### config.mk
export PLATFORM = sky130hd
export DESIGN_NAME = ps2_kb_writer_flat
export DESIGN_NICKNAME = d
export VERILOG_FILES = /design/src/rtl/kb_pkg.sv /design/src/rtl/ps2_kb_writer_if.sv /design/src/rtl/ps2_rx.sv /design/src/rtl/ps2_kb_writer.sv /design/src/flat_wrapper.sv
export SDC_FILE = /design/constraint.sdc
export NUM_CORES = 1
export LEC_CHECK = 0
export ABC_AREA = 1
export CAP_MARGIN = 20
export CORE_MARGIN = 2
export CORE_UTILIZATION = 56
export DETAILED_ROUTE_END_ITERATION = 8
export GPL_TIMING_DRIVEN = 0
export PLACE_DENSITY = 0.92
export SETUP_SLACK_MARGIN = 0.05
export SYNTH_ARGS = -nofsm -noshare
export SYNTH_HDL_FRONTEND = slang
export SYNTH_SLANG_ARGS = --single-unit
### constraint.sdc
create_clock -name clk -period 3.6 [get_ports clk]
set_input_delay 0.36 -clock clk [delete_from_list [all_inputs] [get_ports clk]]
set_output_delay 0.36 -clock clk [all_outputs]
set_load 0.01 [all_outputs]
### src/rtl/kb_pkg.sv
// Shared constants for the PS/2 keyboard writer: prefixes, modifier scan codes,
// event-word layout and the decoder state encodings.
package kb_pkg;

  localparam logic [31:0] KB_INFO_OFFSET = 32'h0050_0000;

  localparam logic [7:0] PFX_E0 = 8'hE0;
  localparam logic [7:0] PFX_F0 = 8'hF0;
  localparam logic [7:0] PFX_E1 = 8'hE1;

  localparam logic [7:0] SC_LSHIFT = 8'h12;
  localparam logic [7:0] SC_RSHIFT = 8'h59;
  localparam logic [7:0] SC_CTRL   = 8'h14;
  localparam logic [7:0] SC_CAPS   = 8'h58;

  localparam int unsigned EV_EXT     = 8;
  localparam int unsigned EV_BRK     = 9;
  localparam int unsigned EV_SHIFT   = 10;
  localparam int unsigned EV_CTRL    = 11;
  localparam int unsigned EV_CAPS    = 12;
  localparam int unsigned EV_SEQ_LSB = 16;

  localparam logic [2:0] SKIP_LAST = 3'd6;  // Pause tail is 7 bytes after E1

  typedef enum logic [0:0] {RX_IDLE, RX_SHIFT} rx_state_t;
  typedef enum logic [2:0] {NORMAL, GOT_E0, GOT_F0, GOT_E0F0, SKIP} dec_state_t;

  // Keyboard responses (ack, echo, BAT, errors) that never carry a key.
  function automatic logic is_ignored(input logic [7:0] b);
    case (b)
      8'h00, 8'hAA, 8'hEE, 8'hFA, 8'hFE, 8'hFF: is_ignored = 1'b1;
      default:                                 is_ignored = 1'b0;
    endcase
  endfunction

  function automatic logic [31:0] make_event_word(
    input logic [7:0] code, input logic ext, input logic brk,
    input logic shift, input logic ctrl, input logic caps, input logic [7:0] seq);
    logic [31:0] w;
    w                     = '0;
    w[7:0]                = code;
    w[EV_EXT]             = ext;
    w[EV_BRK]             = brk;
    w[EV_SHIFT]           = shift;
    w[EV_CTRL]            = ctrl;
    w[EV_CAPS]            = caps;
    w[EV_SEQ_LSB +: 8]    = seq;
    return w;
  endfunction

endpackage

### src/rtl/ps2_kb_writer_if.sv
// Memory-mapped write port carrying key-event words to the kb_info register.
interface ps2_kb_writer_if;
  logic [31:0] kb_wraddr;
  logic [31:0] kb_wrdata;
  logic        kb_we;

  modport master (output kb_wraddr, output kb_wrdata, output kb_we);
  modport slave  (input  kb_wraddr, input  kb_wrdata, input  kb_we);
endinterface

### src/rtl/ps2_rx.sv
// PS/2 frame receiver: synchronizer, falling-edge detect, 11-bit frame FSM,
// odd-parity/stop check and mid-frame timeout.
module ps2_rx
  import kb_pkg::*;
#(
  parameter int unsigned TIMEOUT_CYCLES = 50000
) (
  input  logic       clk,
  input  logic       reset,
  input  logic       ps2_clk,
  input  logic       ps2_data,
  output logic       byte_valid,
  output logic [7:0] rx_byte,
  output logic       rx_err
);

  localparam int unsigned CW = $clog2(TIMEOUT_CYCLES + 1);

  rx_state_t   state, state_nx;
  logic [1:0]  clk_sync, data_sync;
  logic        clk_prev, fall, din;
  logic [3:0]  bit_cnt;
  logic [8:0]  shreg;
  logic [CW-1:0] idle_cnt;
  logic        frame_done, frame_ok, timeout;

  assign fall = clk_prev & ~clk_sync[1];
  assign din  = data_sync[1];

  // Lines idle high, so the synchronizers reset to 1 to avoid a phantom edge.
  always_ff @(posedge clk) begin
    if (reset) begin
      state      <= RX_IDLE;
      clk_sync   <= '1;
      data_sync  <= '1;
      clk_prev   <= 1'b1;
      bit_cnt    <= '0;
      shreg      <= '0;
      idle_cnt   <= '0;
      byte_valid <= 1'b0;
      rx_byte    <= '0;
      rx_err     <= 1'b0;
    end else begin
      state     <= state_nx;
      clk_sync  <= {clk_sync[0], ps2_clk};
      data_sync <= {data_sync[0], ps2_data};
      clk_prev  <= clk_sync[1];
      if (fall)
        idle_cnt <= '0;
      else if (idle_cnt != CW'(TIMEOUT_CYCLES))
        idle_cnt <= idle_cnt + 1'b1;
      if (fall && state == RX_IDLE)
        bit_cnt <= '0;
      else if (fall && state == RX_SHIFT) begin
        bit_cnt <= bit_cnt + 4'd1;
        if (bit_cnt < 4'd9) shreg <= {din, shreg[8:1]};
      end
      byte_valid <= frame_done && frame_ok;
      rx_err     <= (frame_done && !frame_ok) || timeout;
      if (frame_done) rx_byte <= shreg[7:0];
    end
  end

  always_comb begin
    state_nx = state;
    unique case (state)
      RX_IDLE:  if (fall && !din) state_nx = RX_SHIFT;
      RX_SHIFT: if (frame_done || timeout) state_nx = RX_IDLE;
      default:  state_nx = RX_IDLE;
    endcase
  end

  // shreg holds {parity, data[7:0]}; the stop bit is the live sample.
  always_comb begin
    frame_done = fall && state == RX_SHIFT && bit_cnt == 4'd9;
    frame_ok   = (^shreg) && din;
    timeout    = state == RX_SHIFT && !fall && idle_cnt == CW'(TIMEOUT_CYCLES);
  end

endmodule

### src/rtl/ps2_kb_writer.sv
// Scan-code decoder, modifier tracking and kb_info write port fed by ps2_rx.
module ps2_kb_writer
  import kb_pkg::*;
#(
  parameter logic [31:0] KB_ADDR        = KB_INFO_OFFSET,
  parameter int unsigned TIMEOUT_CYCLES = 50000
) (
  input  logic                   clk,
  input  logic                   reset,
  input  logic                   ps2_clk,
  input  logic                   ps2_data,
  ps2_kb_writer_if.master        kb,
  output logic                   rx_err
);

  logic       byte_valid;
  logic [7:0] rx_byte;

  ps2_rx #(.TIMEOUT_CYCLES(TIMEOUT_CYCLES)) u_rx (
    .clk        (clk),
    .reset      (reset),
    .ps2_clk    (ps2_clk),
    .ps2_data   (ps2_data),
    .byte_valid (byte_valid),
    .rx_byte    (rx_byte),
    .rx_err     (rx_err)
  );

  dec_state_t state, state_nx;
  logic [2:0] skip_cnt;
  logic [7:0] seq;
  logic       shift, ctrl, caps, caps_held;
  logic       key_evt, ext, brk;
  logic       shift_nx, ctrl_nx, caps_nx, caps_held_nx;

  assign kb.kb_wraddr = KB_ADDR;

  always_ff @(posedge clk) begin
    if (reset) state <= NORMAL;
    else       state <= state_nx;
  end

  always_comb begin
    state_nx = state;
    if (byte_valid) begin
      unique case (state)
        NORMAL: begin
          if      (rx_byte == PFX_E0) state_nx = GOT_E0;
          else if (rx_byte == PFX_F0) state_nx = GOT_F0;
          else if (rx_byte == PFX_E1) state_nx = SKIP;
        end
        GOT_E0:           state_nx = (rx_byte == PFX_F0) ? GOT_E0F0 : NORMAL;
        GOT_F0, GOT_E0F0: state_nx = NORMAL;
        SKIP:             if (skip_cnt == SKIP_LAST) state_nx = NORMAL;
        default:          state_nx = NORMAL;
      endcase
    end
  end

  always_comb begin
    key_evt = 1'b0;
    ext     = 1'b0;
    brk     = 1'b0;
    if (byte_valid) begin
      unique case (state)
        NORMAL:   key_evt = rx_byte != PFX_E0 && rx_byte != PFX_F0 &&
                            rx_byte != PFX_E1 && !is_ignored(rx_byte);
        GOT_E0:   begin key_evt = rx_byte != PFX_F0; ext = 1'b1; end
        GOT_F0:   begin key_evt = 1'b1; brk = 1'b1; end
        GOT_E0F0: begin key_evt = 1'b1; ext = 1'b1; brk = 1'b1; end
        default:  key_evt = 1'b0;
      endcase
    end
  end

  // Modifier next-state: the event word reports the already-updated flags.
  always_comb begin
    shift_nx     = shift;
    ctrl_nx      = ctrl;
    caps_nx      = caps;
    caps_held_nx = caps_held;
    if (key_evt) begin
      if ((rx_byte == SC_LSHIFT || rx_byte == SC_RSHIFT) && !ext) shift_nx = !brk;
      if (rx_byte == SC_CTRL) ctrl_nx = !brk;
      if (rx_byte == SC_CAPS && !ext) begin
        if (brk)
          caps_held_nx = 1'b0;
        else if (!caps_held) begin
          caps_nx      = !caps;
          caps_held_nx = 1'b1;
        end
      end
    end
  end

  always_ff @(posedge clk) begin
    if (reset) begin
      skip_cnt     <= '0;
      seq          <= '0;
      shift        <= 1'b0;
      ctrl         <= 1'b0;
      caps         <= 1'b0;
      caps_held    <= 1'b0;
      kb.kb_we     <= 1'b0;
      kb.kb_wrdata <= '0;
    end else begin
      if (byte_valid) begin
        if (state == NORMAL && rx_byte == PFX_E1) skip_cnt <= '0;
        else if (state == SKIP)                   skip_cnt <= skip_cnt + 3'd1;
      end
      kb.kb_we <= key_evt;
      if (key_evt) begin
        shift        <= shift_nx;
        ctrl         <= ctrl_nx;
        caps         <= caps_nx;
        caps_held    <= caps_held_nx;
        seq          <= seq + 8'd1;
        kb.kb_wrdata <= make_event_word(rx_byte, ext, brk, shift_nx, ctrl_nx,
                                        caps_nx, seq + 8'd1);
      end
    end
  end

endmodule
### src/flat_wrapper.sv
// flat-port wrapper written by rule: the top's interface ports become plain ports
module ps2_kb_writer_flat import kb_pkg::*;
#(
  parameter logic [31:0] KB_ADDR        = KB_INFO_OFFSET,
  parameter int unsigned TIMEOUT_CYCLES = 50000
)
  (clk, reset, ps2_clk, ps2_data, rx_err, kb_kb_wraddr, kb_kb_wrdata, kb_kb_we);
  ps2_kb_writer_if kb_i ();
  input  logic clk;
  input  logic reset;
  input  logic ps2_clk;
  input  logic ps2_data;
  output logic rx_err;
  output wire logic [$bits(kb_i.kb_wraddr)-1:0] kb_kb_wraddr;
  output wire logic [$bits(kb_i.kb_wrdata)-1:0] kb_kb_wrdata;
  output wire logic [$bits(kb_i.kb_we)-1:0] kb_kb_we;
  assign kb_kb_wraddr = kb_i.kb_wraddr;
  assign kb_kb_wrdata = kb_i.kb_wrdata;
  assign kb_kb_we = kb_i.kb_we;
  ps2_kb_writer #(.KB_ADDR(KB_ADDR), .TIMEOUT_CYCLES(TIMEOUT_CYCLES)) u_core (.clk(clk), .reset(reset), .ps2_clk(ps2_clk), .ps2_data(ps2_data), .kb(kb_i), .rx_err(rx_err));
endmodule
==> impl_metrics.env, run 1 <==
export IMPL_outcome="finished, final reports clean"
export IMPL_setup_viol=0
export IMPL_area_added_between_synthesis_and_finish_pct=18.0
export IMPL_endpoint_kind="flip-flop"
export IMPL_finalInstanceArea_mm2=0.00445
export IMPL_finish_utilization_pct=69.3
export IMPL_mapped_cell_area_mm2=0.00377
export IMPL_timing_final_hold_violations=0
export IMPL_post_cts_resized=0
export IMPL_fin_skew_ns=0.00876
export IMPL_clock_fmax_mhz=498
export IMPL_drc=0
export IMPL_first_global_vias=3016
export IMPL_total_leakage_power_nw=1.87
export IMPL_synth_top_area_share_pct=39.3
export IMPL_cp_buffers_inverters=2
export IMPL_detail_route_first_pass_iterations=5
export IMPL_grt_start_max_net_pins=12
export IMPL_synthesis_area_per_instance_um2=7.42
export IMPL_cts_root_buffer_cell="sky130_fd_sc_hd__clkbuf_8"
export IMPL_tightest_slew_ns=0.680
export IMPL_timing_critical_path_from_type="flip-flop"
export IMPL_yosys_cell_count_top_type="sky130_fd_sc_hd__dfxtp_1"
export IMPL_starting_drc_count_in_detailed_routing=325
export IMPL_filler_cell_count=507
export IMPL_route_antenna_remaining_nets=0
export IMPL_clk_insertion_delay_late_ns=0.36
export IMPL_postLayoutSetupSlackWorst_ns=1.59
export IMPL_max_vdd_ir_drop_v=0.000238
export IMPL_cts_buffers_inserted=9
export IMPL_cp_slowest_stage_delay_ns=0.57
export IMPL_max_cap_violations=0
export IMPL_finalSetupTns_ns=0
export IMPL_number_of_sinks_driven_by_the_clock_tree=74
export IMPL_design_die_area_mm2=0.00740
export IMPL_slew_viol_final=0
export IMPL_synthesis_instances=508
export IMPL_post_route_cells_drive_above_1_share_pct=15.3
export IMPL_via_density_per_instance=5.14
export IMPL_dp_hpwl_mm=6.04
export IMPL_layout_nets=597
export IMPL_start_util_pct=58.7
export IMPL_post_dp_cell_area_mm2=0.00427
export IMPL_num_ports=70
export IMPL_cts_tree="built"
export IMPL_antennaDiodeCount=0
export IMPL_grt_remaining_overflow=0
export IMPL_std_cell_rows=29
export IMPL_route_vias_total=3428
export IMPL_port_buffer_count=25
export IMPL_post_synth_top_area_cell="sky130_fd_sc_hd__dfxtp_1"
export IMPL_antenna_found_initial=0
export IMPL_synth_edf_count=0
export IMPL_cts_htree_levels=3
export IMPL_arrival_ns=2.29
export IMPL_count_of_cell_types_in_the_netlist=39
export IMPL_cpMaxStageDelayCell="sky130_fd_sc_hd__a31oi_1"
export IMPL_crit_type="flip-flop to flip-flop"
export IMPL_routed_wire_length_per_instance_um=12.2
export IMPL_clk_pin_slew_worst_paths_ns=0.07
export IMPL_ys_warnings_count=0
export IMPL_synth_sequential_area_ratio_pct=39.3
export IMPL_crit_path_max_fanout=10
export IMPL_multi_input_comb_area_mm2=0.00180
export IMPL_worst_slew_margin_rel_pct=54.5
export IMPL_chipHeight_um=86.1
export IMPL_grt_first_pass_wirelength_mm=13.2
export IMPL_ys_top_cells_by_area="sky130_fd_sc_hd__dfxtp_1 39%, sky130_fd_sc_hd__buf_4 9.4%, sky130_fd_sc_hd__nand2_1 7.3%"
export IMPL_flip_flop_and_latch_count_after_synthesis=74
export IMPL_post_cts_setup_buffers=0
export IMPL_crit_chain="inv_1, ha_1, a31oi_1, buf_2, o21ai_0, a21oi_1"
export IMPL_min_delay_path_class="flip-flop to flip-flop"
export IMPL_finalCritPeriodShare_pct=55.8
export IMPL_rsz_0062_raised_after_global_routing="false"
export IMPL_power_density_mw_per_mm2=348
export IMPL_gp_congestion=0.918
export IMPL_cell_family_with_most_cp_delay="compound AO/OA/AOI/OAI gates"
export IMPL_die_x_um=86.1
export IMPL_synth_top_cells_by_count="74 x sky130_fd_sc_hd__dfxtp_1, 73 x sky130_fd_sc_hd__nand2_1, 58 x sky130_fd_sc_hd__inv_1"
export IMPL_worst_slack_at_placement_ns=1.68
export IMPL_ys_flop_type="sky130_fd_sc_hd__dfxtp_1"
export IMPL_core_area_mm2=0.00642
export IMPL_globalRouteTotalUtil_pct=22.1
export IMPL_cts_root_to_sink_buffers=2
export IMPL_cts_hold_fix_buffers=0
export IMPL_seq_area_mm2=0.00148
export IMPL_synthArstFlopShare_pct=0
export IMPL_finalPower_mw=1.55
export IMPL_totalWireLength_mm=8.14
export IMPL_min_period_ns=2.01
export IMPL_worst_endpoint_required_ns=3.88
## logic make-up after synthesis
family / synth area share (%)
other: 0.199
xor gates and xnor gates: 2.32
DFF: 39.3
and+or+nand+nor: 22.4
AOI/OAI and AO/OA: 16.1
buffers and inverters: 17.1
adders and majority gates: 2.66
## layout by cell type (no fill, tap or decap), drive strengths merged
cell	Yosys	final
nand2	77	77
o21a	2	2
or2	8	8
a211oi	2	2
o21ai	45	45
buf	50	50
clkdlybuf4s50	0	25
nor4	3	3
dfxtp	74	74
clkinv	0	2
nor3	11	11
nand4	14	14
ha	8	8
a221oi	1	1
a31oi	2	2
and3	1	1
o31ai	1	1
nor3b	1	1
bufinv	0	1
conb	2	43
clkbuf	8	21
xor2	5	5
nand3	20	20
o211ai	1	1
xnor2	5	5
a21oi	56	56
nor2	49	49
inv	62	62
## per-layer routing
layer	part of all wire, %	up-vias	global-route usage (%)
met1	42	1554	25.8
met5	0	-	0
met2	48	128	38.5
li1	-	1726	-
met4	1.7	0	12.0
met3	7.5	20	3.85
## per-stage QoR
| stage | instances | hold slack, ns |
|---|---|---|
| floorplan | 549 | 0.389 |
| global placement | 651 | 0.393 |
| detailed placement | 651 | 0.400 |
| CTS | 667 | 0.420 |
| finish | 667 | 0.421 |
| global route | 667 | 0.430 |
## worst paths after layout
| path | start | endpoint | slack, ns | cells past startpoint |
|---|---|---|---|---|
| worst max-delay path | u_core.u_rx.bit_cnt[0] | u_core.u_rx.shreg[2] | 1.59 | 6 |
| worst max register to register | u_core.u_rx.bit_cnt[0] | u_core.u_rx.shreg[2] | 1.59 | 6 |
| worst min register to register | u_core.u_rx.data_sync[0] | u_core.u_rx.data_sync[1] | 0.42 | 1 |
| worst min-delay path | u_core.u_rx.data_sync[0] | u_core.u_rx.data_sync[1] | 0.42 | 1 |
## power breakdown
group	internal, mW	switching [mW]
Combinational	0.0450	0.0586
Clock	0.319	0.299
Sequential	0.824	0.00434
## flip-flops by register name, summed over array words and instances, names as in the netlist
register	cells
u_core.u_rx.bit_cnt	4
u_core.u_rx.idle_cnt	16
u_core.caps_held	1
u_core.u_rx.state	1
u_core.u_rx.rx_byte	8
u_core.skip_cnt	3
u_core.seq	8
u_core.state	3
u_core.u_rx.shreg	9
u_core.u_rx.rx_err	1
u_core.u_rx.clk_prev	1
u_core.u_rx.clk_sync	2
u_core.kb.kb_wrdata	13
u_core.u_rx.byte_valid	1
u_core.kb.kb_we	1
u_core.u_rx.data_sync	2
## final cells by class
| class | instances | area share (%) |
|---|---|---|
| Clock buffer | 13 | 3.12 |
| Buffer | 58 | 9.22 |
| Multi-Input combinational cell | 355 | 40.4 |
| Clock inverter | 3 | 0.900 |
| Sequential cell | 74 | 33.3 |
| Tap cell | 77 | 2.17 |
| Timing Repair Buffer | 25 | 5.62 |
| Inverter | 62 | 5.23 |
(Power assumes the default switching activity.)
==> run 2: changes to the inputs <==
CORE_UTILIZATION = 47   (was 56)
PLACE_DENSITY = 0.83   (was 0.92)
clock period = 1.65 ns   (was 3.6 ns; I/O delays follow)
==> run 2 against run 1 <==
Net effect:
- the run now ends with negative setup slack left
- hold slack worse by 0.13 ns
- sequential cell count stayed put
- power is 130% higher
- register-to-register slack worse by 1.7 ns
- sequential share of layout area is 3.7 points lower
- via count is 9.3% higher
- fmax is 13% higher
- combinational power is 140% higher
- critical path depth is 3 higher
- highest routed layer unchanged
==> impl_metrics.env, run 2 (synthesis results as in run 1) <==
export IMPL_design_die_area_mm2=0.00875
export IMPL_layout_nets=627
export IMPL_max_cap_violations=0
export IMPL_post_dp_cell_area_mm2=0.00430
export IMPL_routed_wire_length_per_instance_um=13.7
export IMPL_finalPower_mw=3.52
export IMPL_post_route_cells_drive_above_1_share_pct=34.1
export IMPL_clk_pin_slew_worst_paths_ns=0.08
export IMPL_finalInstanceArea_mm2=0.00513
export IMPL_dp_hpwl_mm=5.67
export IMPL_start_util_pct=48.5
export IMPL_cts_tree="built"
export IMPL_die_x_um=93.6
export IMPL_route_vias_total=3747
export IMPL_hold_path_endpoint="u_core.kb.kb_we"
export IMPL_postLayoutSetupSlackWorst_ns=-0.125
export IMPL_failing_checks="negative setup slack"
export IMPL_route_antenna_remaining_nets=0
export IMPL_min_period_ns=1.77
export IMPL_final_non_filler_cells=721
export IMPL_dpl_cell_count=676
export IMPL_min_from="reset"
export IMPL_gp_congestion=0.849
export IMPL_endpoint_kind="flip-flop"
export IMPL_min_delay_path_class="input port to flip-flop"
export IMPL_antennaDiodeCount=0
export IMPL_clock_fmax_mhz=563
export IMPL_startpoint="u_core.u_rx.rx_byte[1]"
export IMPL_cts_root_to_sink_buffers=2
export IMPL_totalWireLength_mm=9.90
export IMPL_mostFrequentLayoutCell="sky130_fd_sc_hd__buf_4"
export IMPL_regToRegEndpoint="u_core.seq[3]"
export IMPL_timing_final_hold_violations=0
export IMPL_finalCritPeriodShare_pct=108
export IMPL_port_buffer_count=25
export IMPL_crit_type="flip-flop to flip-flop"
export IMPL_antenna_found_initial=0
export IMPL_final_hold_worst_slack_ns=0.286
export IMPL_commonest_non_fill_non_tap_cells_in_the_layout="71 x sky130_fd_sc_hd__buf_4, 57 x sky130_fd_sc_hd__dfxtp_1, 50 x sky130_fd_sc_hd__inv_1"
export IMPL_max_vdd_ir_drop_v=0.000351
export IMPL_clk_insertion_delay_late_ns=0.36
export IMPL_area_added_between_synthesis_and_finish_pct=36.0
export IMPL_chipHeight_um=93.6
export IMPL_via_density_per_instance=5.20
export IMPL_outcome="finished with violations"
export IMPL_depth_of_the_worst_register_to_register_path=9
export IMPL_setup_viol=25
export IMPL_drc=0
export IMPL_starting_drc_count_in_detailed_routing=234
export IMPL_cts_buffers_inserted=9
export IMPL_cts_hold_fix_buffers=0
export IMPL_number_of_sinks_driven_by_the_clock_tree=74
export IMPL_worst_slew_margin_rel_pct=55.1
export IMPL_detail_route_first_pass_iterations=5
export IMPL_grt_first_pass_wirelength_mm=14.5
export IMPL_globalRouteTotalUtil_pct=20.9
export IMPL_slew_viol_final=0
export IMPL_filler_cell_count=548
export IMPL_registers_with_the_most_flip_flops="u_core.u_rx.idle_cnt: 16 flops, u_core.kb.kb_wrdata: 13 flops, u_core.u_rx.shreg: 9 flops"
export IMPL_crit_path_max_fanout=7
export IMPL_worst_r2r_startpoint="u_core.u_rx.rx_byte[1]"
export IMPL_num_ports=70
export IMPL_fin_skew_ns=0.0116
export IMPL_total_leakage_power_nw=2.11
export IMPL_grt_remaining_overflow=0
export IMPL_cts_root_buffer_cell="sky130_fd_sc_hd__clkbuf_8"
export IMPL_grt_start_max_net_pins=12
export IMPL_arrival_ns=2.02
export IMPL_rsz_0062_raised_after_global_routing="true"
export IMPL_timing_critical_path_from_type="flip-flop"
export IMPL_worst_endpoint_required_ns=1.89
export IMPL_first_global_vias=3237
export IMPL_regMostFlops="u_core.u_rx.idle_cnt"
export IMPL_tightest_slew_ns=0.673
export IMPL_core_area_mm2=0.00777
export IMPL_cts_htree_levels=3
export IMPL_ff2ff_setup_slack_ns=-0.12
export IMPL_min_delay_path_depth=2
export IMPL_std_cell_rows=32
export IMPL_power_density_mw_per_mm2=686
export IMPL_max_ffs_per_register=16
-- run 2: how the worst max path moves through the flow --
stage	endpoint
after global routing	u_core.state[1]
after CTS	u_core.kb.kb_wrdata[11]
after global placement	u_core.kb.kb_wrdata[11]
final	u_core.seq[3]
after detailed placement	u_core.kb.kb_wrdata[11]
after floorplan	u_core.u_rx.idle_cnt[14]
-- run 2: layout make-up --
type                       count  area [um^2]  share of cell area (%)
sequential                    74         1520                    29.6
buffer                        58          423                    8.25
multi-input combinational    355         2130                    41.5
clock inverter                 2         35.0                   0.683
tap                          102          128                    2.49
clock buffer                  13          169                    3.29
timing repair buffer          55          494                    9.64
inverter                      62          238                    4.64
-- run 2: power by group --
group          leakage [nW]  total, mW  switching (mW)  internal, mW
Clock                 0.106       1.46           0.652         0.813
Combinational          1.40      0.248           0.140         0.108
Sequential            0.607       1.80          0.0117          1.79
-- run 2: stage by stage --
step           util (%)  worst slack [ns]  setup TNS, ns
5_1_grt            66.0            -0.205          -3.23
3_3_place_gp       55.4            -0.142          -2.22
2_1_floorplan         -            0.0754              0
3_5_place_dp       55.4            -0.201          -4.09
6_report           66.0            -0.125          -1.46
4_1_cts            62.5           0.00635              0
-- run 2: worst max-delay path, cell delays in order, from the launching register on --
cell	delay [ns]
sky130_fd_sc_hd__dfxtp_4	0.38
sky130_fd_sc_hd__or2_4	0.28
sky130_fd_sc_hd__nor2_4	0.15
sky130_fd_sc_hd__nand2_4	0.10
sky130_fd_sc_hd__a21oi_4	0.21
sky130_fd_sc_hd__nand2_2	0.10
sky130_fd_sc_hd__nand2_4	0.12
sky130_fd_sc_hd__nor2_1	0.06
sky130_fd_sc_hd__o21ai_1	0.21
sky130_fd_sc_hd__nor2_1	0.06
-- run 2: metal layers --
layer / track usage [%] / wire, um
met3: 5.32 / 692
met5: 0 / 0
met2: 34.9 / 4900
met4: 12.2 / 401
met1: 24.2 / 3900
-- run 2: what timing repair did --
item                       CTS  global route
gates resized for setup     72            69
setup endpoints to repair   45            58
gates cloned                 2             0
buffers inserted            20             8
pin swaps                   20            27
